File: config.mk
export PLATFORM = sky130hd
export DESIGN_NAME = rtl_simple_algo_stream_driver_flat
export DESIGN_NICKNAME = d
export VERILOG_FILES = /design/src/rtl/simple_algo_pkg.sv /design/src/rtl/rtl_simple_algo_stream_driver_if.sv /design/src/rtl/lane_packer.sv /design/src/rtl/rtl_simple_algo_stream_driver.sv /design/src/flat_wrapper.sv
export SDC_FILE = /design/constraint.sdc
export NUM_CORES = 1
export LEC_CHECK = 0
export ABC_AREA = 1
export CAP_MARGIN = 20
export CELL_PAD_IN_SITES_DETAIL_PLACEMENT = 0
export CELL_PAD_IN_SITES_GLOBAL_PLACEMENT = 1
export CORE_ASPECT_RATIO = 1.75
export CORE_UTILIZATION = 34
export DETAILED_ROUTE_END_ITERATION = 10
export GPL_ROUTABILITY_DRIVEN = 1
export GPL_TIMING_DRIVEN = 0
export PLACE_DENSITY_LB_ADDON = 0.1
export SLEW_MARGIN = 5
export SYNTH_ARGS = -nofsm -noshare
export SYNTH_HDL_FRONTEND = slang
export SYNTH_SLANG_ARGS = --single-unit
File: constraint.sdc
create_clock -name ap_clk -period 2.7 [get_ports ap_clk]
set_input_delay 0.81 -clock ap_clk [delete_from_list [all_inputs] [get_ports ap_clk]]
set_output_delay 0.81 -clock ap_clk [all_outputs]
set_load 0.01 [all_outputs]
File: src/rtl/simple_algo_pkg.sv
// Shared state encoding, default sizing and a width helper for the simple_algo
// stream driver and its lane packers.
package simple_algo_pkg;

    localparam int DEF_LANES   = 4;
    localparam int DEF_W       = 11;
    localparam int DEF_TIMEOUT = 255;

    typedef enum logic [1:0] {
        COLLECT = 2'd0,
        PUSH    = 2'd1,
        START   = 2'd2,
        DRAIN   = 2'd3
    } state_e;

    // Counter width able to hold 0..n-1, never narrower than one bit.
    function automatic int cnt_w(input int n);
        return (n > 1) ? $clog2(n) : 1;
    endfunction

endpackage

File: src/rtl/rtl_simple_algo_stream_driver_if.sv
// Bundle of the driver's stream, FIFO, adder-block and result handshakes;
// master is the driver side, slave is the environment side.
interface rtl_simple_algo_stream_driver_if
    import simple_algo_pkg::*;
#(
    parameter int LANES = DEF_LANES,
    parameter int W     = DEF_W
);
    logic               s_valid;
    logic               s_ready;
    logic [W-1:0]       s_a;
    logic [W-1:0]       s_b;
    logic [LANES*W-1:0] a_dout;
    logic               a_write;
    logic               a_full_n;
    logic [LANES*W-1:0] b_dout;
    logic               b_write;
    logic               b_full_n;
    logic               blk_start;
    logic               blk_continue;
    logic               blk_done;
    logic [W-1:0]       z1, z2, z3, z4;
    logic               r_valid;
    logic               r_ready;
    logic [W-1:0]       r_data;
    logic               r_last;
    logic               busy;
    logic               err_timeout;

    modport master (
        input  s_valid, s_a, s_b, a_full_n, b_full_n, blk_done,
               z1, z2, z3, z4, r_ready,
        output s_ready, a_dout, a_write, b_dout, b_write, blk_start,
               blk_continue, r_valid, r_data, r_last, busy, err_timeout
    );

    modport slave (
        output s_valid, s_a, s_b, a_full_n, b_full_n, blk_done,
               z1, z2, z3, z4, r_ready,
        input  s_ready, a_dout, a_write, b_dout, b_write, blk_start,
               blk_continue, r_valid, r_data, r_last, busy, err_timeout
    );
endinterface

File: src/rtl/lane_packer.sv
// Packs LANES consecutive W-bit samples into one word, lane 0 in the low bits;
// `last` flags the load that completes the word.
module lane_packer
    import simple_algo_pkg::*;
#(
    parameter int LANES = DEF_LANES,
    parameter int W     = DEF_W
) (
    input  logic               clk,
    input  logic               rst,
    input  logic               load,
    input  logic [W-1:0]       din,
    output logic [LANES*W-1:0] word,
    output logic               last
);
    localparam int CW = cnt_w(LANES);

    logic [CW-1:0]      cnt_q, cnt_d;
    logic [LANES*W-1:0] word_q, word_d;

    assign last = load && (cnt_q == CW'(LANES - 1));
    assign word = word_q;

    always_comb begin
        // NOTE: every variable gets a default first so no path can infer a latch.
        cnt_d  = cnt_q;
        word_d = word_q;
        if (load) begin
            word_d[int'(cnt_q) * W +: W] = din;
            cnt_d = last ? '0 : cnt_q + 1'b1;
        end
    end

    // NOTE: non-blocking assignments so every flop samples pre-edge values.
    always_ff @(posedge clk) begin
        if (rst) begin
            cnt_q  <= '0;
            word_q <= '0;
        end else begin
            cnt_q  <= cnt_d;
            word_q <= word_d;
        end
    end

endmodule

File: src/rtl/rtl_simple_algo_stream_driver.sv
// Collects four A/B beats, pushes the packed words to two FIFOs, runs the adder
// block through its ap_start/ap_done handshake and streams the four sums out.
module rtl_simple_algo_stream_driver
    import simple_algo_pkg::*;
#(
    parameter int LANES   = DEF_LANES,
    parameter int W       = DEF_W,
    parameter int TIMEOUT = DEF_TIMEOUT
) (
    input  logic ap_clk,
    input  logic ap_rst,
    input  logic ap_ce,
    rtl_simple_algo_stream_driver_if.master bus
);
    localparam int TW = cnt_w(TIMEOUT + 1);

    state_e           state_q, state_d;
    logic             a_sent_q, a_sent_d;
    logic             b_sent_q, b_sent_d;
    logic [TW-1:0]    tmo_q, tmo_d;
    logic [3:0][W-1:0] res_q, res_d;
    logic [1:0]       r_idx_q, r_idx_d;
    logic             err_q, err_d;
    logic             run, beat, a_last, b_last;

    // Strobes are also masked by reset so a word caught mid-flight is never written.
    assign run         = ap_ce && !ap_rst;
    assign bus.s_ready = run && (state_q == COLLECT);
    assign beat        = bus.s_valid && bus.s_ready;

    assign bus.r_data      = res_q[r_idx_q];
    assign bus.busy        = !ap_rst && (state_q != COLLECT);
    assign bus.err_timeout = err_q;

    lane_packer #(.LANES(LANES), .W(W)) u_pack_a (
        .clk(ap_clk), .rst(ap_rst), .load(beat), .din(bus.s_a),
        .word(bus.a_dout), .last(a_last)
    );

    lane_packer #(.LANES(LANES), .W(W)) u_pack_b (
        .clk(ap_clk), .rst(ap_rst), .load(beat), .din(bus.s_b),
        .word(bus.b_dout), .last(b_last)
    );

    always_comb begin
        state_d          = state_q;
        a_sent_d         = a_sent_q;
        b_sent_d         = b_sent_q;
        tmo_d            = tmo_q;
        res_d            = res_q;
        r_idx_d          = r_idx_q;
        err_d            = err_q;
        bus.a_write      = 1'b0;
        bus.b_write      = 1'b0;
        bus.blk_start    = 1'b0;
        bus.blk_continue = 1'b0;
        bus.r_valid      = 1'b0;
        bus.r_last       = 1'b0;
        case (state_q)
            COLLECT: if (a_last && b_last) state_d = PUSH;
            PUSH: begin
                bus.a_write = run && bus.a_full_n && !a_sent_q;
                bus.b_write = run && bus.b_full_n && !b_sent_q;
                a_sent_d    = a_sent_q || bus.a_write;
                b_sent_d    = b_sent_q || bus.b_write;
                if (a_sent_d && b_sent_d) begin
                    a_sent_d = 1'b0;
                    b_sent_d = 1'b0;
                    state_d  = START;
                end
            end
            START: begin
                bus.blk_start = !ap_rst;
                tmo_d         = tmo_q + 1'b1;
                if (bus.blk_done) begin
                    bus.blk_continue = run;
                    res_d   = {bus.z4, bus.z3, bus.z2, bus.z1};
                    tmo_d   = '0;
                    state_d = DRAIN;
                end else if (tmo_q == TW'(TIMEOUT - 1)) begin
                    err_d   = 1'b1;
                    tmo_d   = '0;
                    state_d = COLLECT;
                end
            end
            DRAIN: begin
                bus.r_valid = !ap_rst;
                bus.r_last  = !ap_rst && (r_idx_q == 2'd3);
                if (bus.r_ready) begin
                    r_idx_d = r_idx_q + 2'd1;
                    if (r_idx_q == 2'd3) state_d = COLLECT;
                end
            end
            default: state_d = COLLECT;
        endcase
    end

    always_ff @(posedge ap_clk) begin
        if (ap_rst) begin
            state_q  <= COLLECT;
            a_sent_q <= 1'b0;
            b_sent_q <= 1'b0;
            tmo_q    <= '0;
            // NOTE: the result registers are reset because r_data must read zero after reset.
            res_q    <= '0;
            r_idx_q  <= '0;
            err_q    <= 1'b0;
        end else if (ap_ce) begin
            state_q  <= state_d;
            a_sent_q <= a_sent_d;
            b_sent_q <= b_sent_d;
            tmo_q    <= tmo_d;
            res_q    <= res_d;
            r_idx_q  <= r_idx_d;
            err_q    <= err_d;
        end
    end

endmodule

File: src/flat_wrapper.sv
// flat-port wrapper written by rule: the top's interface ports become plain ports
module rtl_simple_algo_stream_driver_flat import simple_algo_pkg::*;
#(
    parameter int LANES   = DEF_LANES,
    parameter int W       = DEF_W,
    parameter int TIMEOUT = DEF_TIMEOUT
)
  (ap_clk, ap_rst, ap_ce, bus_s_valid, bus_s_a, bus_s_b, bus_a_full_n, bus_b_full_n, bus_blk_done, bus_z1, bus_z2, bus_z3, bus_z4, bus_r_ready, bus_s_ready, bus_a_dout, bus_a_write, bus_b_dout, bus_b_write, bus_blk_start, bus_blk_continue, bus_r_valid, bus_r_data, bus_r_last, bus_busy, bus_err_timeout);
  rtl_simple_algo_stream_driver_if #(.LANES(LANES), .W(W)) bus_i ();
  input  logic ap_clk;
  input  logic ap_rst;
  input  logic ap_ce;
  input wire logic [$bits(bus_i.s_valid)-1:0] bus_s_valid;
  input wire logic [$bits(bus_i.s_a)-1:0] bus_s_a;
  input wire logic [$bits(bus_i.s_b)-1:0] bus_s_b;
  input wire logic [$bits(bus_i.a_full_n)-1:0] bus_a_full_n;
  input wire logic [$bits(bus_i.b_full_n)-1:0] bus_b_full_n;
  input wire logic [$bits(bus_i.blk_done)-1:0] bus_blk_done;
  input wire logic [$bits(bus_i.z1)-1:0] bus_z1;
  input wire logic [$bits(bus_i.z2)-1:0] bus_z2;
  input wire logic [$bits(bus_i.z3)-1:0] bus_z3;
  input wire logic [$bits(bus_i.z4)-1:0] bus_z4;
  input wire logic [$bits(bus_i.r_ready)-1:0] bus_r_ready;
  output wire logic [$bits(bus_i.s_ready)-1:0] bus_s_ready;
  output wire logic [$bits(bus_i.a_dout)-1:0] bus_a_dout;
  output wire logic [$bits(bus_i.a_write)-1:0] bus_a_write;
  output wire logic [$bits(bus_i.b_dout)-1:0] bus_b_dout;
  output wire logic [$bits(bus_i.b_write)-1:0] bus_b_write;
  output wire logic [$bits(bus_i.blk_start)-1:0] bus_blk_start;
  output wire logic [$bits(bus_i.blk_continue)-1:0] bus_blk_continue;
  output wire logic [$bits(bus_i.r_valid)-1:0] bus_r_valid;
  output wire logic [$bits(bus_i.r_data)-1:0] bus_r_data;
  output wire logic [$bits(bus_i.r_last)-1:0] bus_r_last;
  output wire logic [$bits(bus_i.busy)-1:0] bus_busy;
  output wire logic [$bits(bus_i.err_timeout)-1:0] bus_err_timeout;
  assign bus_i.s_valid = bus_s_valid;
  assign bus_i.s_a = bus_s_a;
  assign bus_i.s_b = bus_s_b;
  assign bus_i.a_full_n = bus_a_full_n;
  assign bus_i.b_full_n = bus_b_full_n;
  assign bus_i.blk_done = bus_blk_done;
  assign bus_i.z1 = bus_z1;
  assign bus_i.z2 = bus_z2;
  assign bus_i.z3 = bus_z3;
  assign bus_i.z4 = bus_z4;
  assign bus_i.r_ready = bus_r_ready;
  assign bus_s_ready = bus_i.s_ready;
  assign bus_a_dout = bus_i.a_dout;
  assign bus_a_write = bus_i.a_write;
  assign bus_b_dout = bus_i.b_dout;
  assign bus_b_write = bus_i.b_write;
  assign bus_blk_start = bus_i.blk_start;
  assign bus_blk_continue = bus_i.blk_continue;
  assign bus_r_valid = bus_i.r_valid;
  assign bus_r_data = bus_i.r_data;
  assign bus_r_last = bus_i.r_last;
  assign bus_busy = bus_i.busy;
  assign bus_err_timeout = bus_i.err_timeout;
  rtl_simple_algo_stream_driver #(.LANES(LANES), .W(W), .TIMEOUT(TIMEOUT)) u_core (.ap_clk(ap_clk), .ap_rst(ap_rst), .ap_ce(ap_ce), .bus(bus_i));
endmodule
==> impl_metrics.ini, run 1 <==
[finish]
area_growth_pct = 43.7
layout_common_cells = 165 x nor2_1, 159 x clkdlybuf4s50_1, 149 x dfxtp_1
drive_gt1_share_pct = 7.78
fillers = 1954
final_nets = 1154
layout_commonest_cell = nor2_1
n_antenna_cell = 0

[grt]
grt_max_degree = 20
grt_pass1_wl_mm = 33.7
antenna_found_initial = 0
grt_pass1_vias = 6435
grt_overflow = 0
track_usage_pct = 22.9

[sta]
rsz0062_at_grt = false
tightest_slew_ps = 638
drv_slew = 0
period_minus_slack_ps = 2600
period_share_pct = 96.3
finalHoldViolations = 0
finClkSkew_ps = 10.2
final.setup.tns_ps = 0
clock.fmax_mhz = 385
setup_viol = 0
relSlewSlack_pct = 57.5
hold_ws_ps = 463

[logic_synthesis]
synth_top_flop_cell = dfxtp_1
yosys_warnings = 0
syn_nets = 956
ys_ff_latch = 151
async_reset_ff_share_pct = 0
postSynthAreaPerCell_sq_um = 7.40
synthCells = 869
synth_edf_count = 0
syn_area_sq_mm = 0.00643
synth.distinct_cells = 30
yosysSeqAreaShare_pct = 47.0

[critical_path]
cp_data_arrival_time_ps = 1790
max_stage_delay_ps = 280
crit_path_cell_trace = dlygate4sd2_1, inv_2, nor2_4, inv_4, nor2_1, clkdlybuf4s15_2
path_delay_family = buffers and inverters
slowest_stage = dlygate4sd2_1
critPathBufInv = 4
cp_max_fo = 18
worstSetupEndpointType = primary output
crit_type = in -> out
cp-start-kind = primary input
critical_path_required_ps = 1890

[placement]
gp_congestion = 0.978
port_buffers = 180
place_hpwl_mm = 16.9

[power]
max-vdd-ir-drop_v = 0.000259
p_total_mw = 5.35
cellPowerDensity_mw_per_mm2 = 579
p_leak_nw = 3.69

[flow_run]
max_cap_viol_count = 0

[clock_network]
cts_tree = built
clk_pin_slew_ps = 70
insertion_delay_ps = 430
h-tree-depth = 4
cts_max_path_buffers = 2
numClockSinks = 151
clockRootBuffer = clkbuf_16
numCtsBuffers = 17

[route]
postRouteAntennaNets = 0
drt-total-wl_mm = 21.7
wl_per_cell_microns = 16.5
drt_iter0_markers = 219
drc = 0
vias_per_cell = 4.91
first_pass_iters = 4
num_vias = 6468

[die]
num_io_pins = 182
dieArea_sq_mm = 0.0195
die_h_microns = 184
chipWidth_microns = 106
core_sq_mm = 0.0186
initial_core_util_pct = 34.6
row_count = 66

[worst_hold_path]
worstHoldPathType = reg -> reg

[status]
outcome = finished, final reports clean
-- synthesized netlist by cell type (all sizes together) (7+ instances only) --
| library cell | count | share of area [%] |
|---|---|---|
| a21oi | 86 | 6.7 |
| dfxtp | 151 | 47 |
| nand2 | 136 | 8.1 |
| nand4 | 46 | 4.5 |
| inv | 44 | 2.6 |
| o22ai | 11 | 1.1 |
| ha | 13 | 2.5 |
| nor2 | 168 | 10 |
| clkbuf | 39 | 2.3 |
| buf | 21 | 2.3 |
| nand3 | 45 | 3.5 |
| o21ai | 80 | 6.2 |
| o21a | 7 | 0.82 |
-- sequential cells by signal, indices dropped and copies added (netlist names), 2 cells and up --
name                   count
u_core.u_pack_b.word      44
u_core.state_q             2
u_core.tmo_q               8
u_core.res_q              44
u_core.u_pack_a.cnt_q      2
u_core.u_pack_a.word      44
u_core.r_idx_q             2
u_core.u_pack_b.cnt_q      2
-- report_power, final --
group / internal, mW / switching [mW]
sequential: 2.27 / 0.0305
clock: 1.52 / 1.01
combinational: 0.217 / 0.304
total: 4.01 / 1.34
-- repair_timing --
item	in CTS	in global routing
resized for setup	76	5
pin swaps	1	0
hold buffers	0	0
setup endpoints to repair	19	4
buffers inserted	1	0
-- per-layer routing --
metal	vias to the layer above	part of all wire, %	track usage (%)
met3	55	4.3	4.71
met2	191	55	44.2
met5	-	0	0
met1	2924	37	22.2
li1	3298	-	-
met4	0	4.1	12.4
-- final cells by class --
class                   instances  area, sq um  area share, %
plain buffers                  58          367           3.97
multi-input cells             611         2970           32.1
clock inverters                12          164           1.77
flip-flops and latches        151         3030           32.7
well taps                     238          298           3.22
repair buffers                181         1790           19.3
clock buffers                  20          457           4.94
inverters                      47          181           1.96
-- metrics by stage --
step	utilization (%)	setup WS (ps)	cell area [sq um]	cells
2_1_floorplan	-	119	6430	869
3_3_place_gp	45.9	-1340	8530	1287
3_5_place_dp	45.9	-1360	8530	1287
4_1_cts	49.7	7.08	9240	1318
5_1_grt	49.8	10.1	9250	1318
6_report	49.8	99.9	9250	1318
-- final timing paths --
kind	depth (start not counted)	from	to	slack, ps
setup / recovery	6	bus_blk_done	bus_blk_continue	100
hold reg to reg	2	u_core.u_pack_a.word[32]	u_core.u_pack_a.word[32]	460
hold / removal	2	u_core.u_pack_a.word[32]	u_core.u_pack_a.word[32]	460
setup reg to reg	8	u_core.u_pack_b.cnt_q[0]	u_core.u_pack_b.word[14]	280
-- worst reg2reg max path: cells and delay by family (launching register included) --
family	cells	cell delay (ps)
buffers and inverters	4	1000
adder cells (fa/ha/maj)	1	470
flip-flops	1	390
AND/OR/NAND/NOR	2	350
AO/OA/AOI/OAI	1	140
-- logic make-up after synthesis --
family | count (synthesis) | share of synthesized area, %
and+or+nand+nor | 401 | 26.6
DFF | 151 | 47.0
AOI/OAI and AO/OA | 194 | 16.1
adders and majority gates | 13 | 2.53
buffers and inverters | 107 | 7.33
xor gates and xnor gates | 3 | 0.409
(Power assumes the default switching activity.)
==> run 2: changes to the inputs <==
Settings changed: SETUP_SLACK_MARGIN set to 0.5.
==> run 2 against run 1 <==
Compared with the run above:
- via count increased by 2.7%
- sequential share of layout area fell by 2.2 points
- core utilization rose by 3.7 points
- critical path type unchanged
- clock power is 5% lower
- flip-flop and latch count stayed put
- first-iteration DRC count is 32% higher
- clock-buffer cell count did not move
- non-clock buffer count grew 39
- wire length increased by 2.5%
==> impl_metrics.ini, run 2 (synthesis results as in run 1) <==
[sta]
clock.fmax_mhz = 427
period_share_pct = 86.7
finalHoldViolations = 0
setup_viol = 0
tightest_slew_ps = 745
finClkSkew_ps = 9.83
drv_slew = 0
relSlewSlack_pct = 50.3
rsz0062_at_grt = true
hold_ws_ps = 461
period_minus_slack_ps = 2340
setup_ws_ps = 359

[die]
num_io_pins = 182
die_h_microns = 184
initial_core_util_pct = 34.6
core_sq_mm = 0.0186
row_count = 66
dieArea_sq_mm = 0.0195
chipWidth_microns = 106

[flow_run]
max_cap_viol_count = 0

[grt]
grt_max_degree = 17
grt_overflow = 0
use_met1_pct = 22.9
grt_pass1_vias = 6497
antenna_found_initial = 0
grt_util_met3_pct = 5.49
track_usage_pct = 23.4
grt.busiest_layer = met2
grtUsageMet2_pct = 45.1
grt_pass1_wl_mm = 34.4

[critical_path]
slowest_stage = clkbuf_16
path_delay_family = buffers and inverters
crit_path_cell_trace = buf_12, nand3_4, nor2_4, inv_4, clkbuf_16, nor2_4, buf_6
critPathBufInv = 4
cp_data_arrival_time_ps = 1530
worstSetupEndpointType = primary output
path_common_cell = nor2_4
crit_type = in -> out
cp_max_fo = 7
critical_path_required_ps = 1890
cp-start-kind = primary input
max_stage_delay_ps = 160

[power]
max-vdd-ir-drop_v = 0.000483
cellPowerDensity_mw_per_mm2 = 535
p_leak_nw = 4.01

[finish]
multi_input_area_sq_mm = 0.00322
final_nets = 1193
seq_area_sq_mm = 0.00303
final_core_util_pct = 53.5
drive_gt1_share_pct = 16.5
area_growth_pct = 54.5
n_antenna_cell = 0
fillers = 1857
final_area_sq_mm = 0.00994
layout_common_cells = 152 x clkdlybuf4s50_1, 149 x nor2_1, 147 x dfxtp_1
layout_commonest_cell = clkdlybuf4s50_1

[clock_network]
cts_max_path_buffers = 2
cts_tree = built
numClockSinks = 151
postCtsHoldBufs = 0
numCtsBuffers = 17
clockRootBuffer = clkbuf_16
h-tree-depth = 4
clk_pin_slew_ps = 60
insertion_delay_ps = 430

[placement]
place_hpwl_mm = 16.9
gp_congestion = 0.897
dpl_cell_area_sq_mm = 0.00864
pre_cts_ws_ps = -1020
port_buffers = 180

[route]
postRouteAntennaNets = 0
drc = 0
num_vias = 6642
first_pass_iters = 4
wl_per_cell_microns = 16.4
vias_per_cell = 4.89
drt_iter0_markers = 289
drt-total-wl_mm = 22.3

[worst_hold_path]
worstHoldPathType = reg -> reg

[status]
outcome = finished, final reports clean
[run 2: stage by stage]
step	std cells	TNS, ps	power (mW)
floorplan	869	0	2.61
global placement	1287	-5120	2.89
detailed placement	1287	-5040	2.89
CTS	1346	0	5.35
global route	1357	0	5.54
finish	1357	0	5.32
[run 2: worst paths after layout]
check | from | endpoint | slack [ps] | cells past startpoint
hold reg to reg | u_core.u_pack_b.word[29] | u_core.u_pack_b.word[29] | 460 | 2
setup / recovery | ap_ce | bus_blk_continue | 360 | 7
hold / removal | u_core.u_pack_b.word[29] | u_core.u_pack_b.word[29] | 460 | 2
setup reg to reg | u_core.state_q[0] | u_core.a_sent_q | 690 | 13
[run 2: layout make-up]
cell class / count / share of cell area, %
flip-flops and latches: 151 / 30.5
repair buffers: 218 / 20.9
inverters: 47 / 2.19
clock buffers: 20 / 4.60
plain buffers: 60 / 5.04
multi-input cells: 611 / 32.4
well taps: 238 / 3.00
clock inverters: 12 / 1.41
[run 2: worst min-delay path, delay by kind of cell, from the launching register on]
kind	cells	cell delay, ps
AO/OA/AOI/OAI	1	50
flip-flops	1	310
AND/OR/NAND/NOR	1	60
[run 2: report_power, final]
part / internal (mW) / switching [mW]
Combinational: 0.268 / 0.328
Clock: 1.42 / 0.987
Sequential: 2.27 / 0.0357
Total: 3.97 / 1.35
[run 2: repair_timing]
action / 4_1_cts / 5_1_grt
buffers inserted: 25 / 10
endpoints found under the setup margin: 121 / 79
resized for setup: 182 / 50
gates cloned: 2 / 1
pin swaps: 19 / 16
[run 2: per-layer routing]
metal,up-vias,share of wire [%]
met2,213,55
met4,0,4.2
met5,-,0
met1,2995,36
met3,48,5.3
li1,3386,-
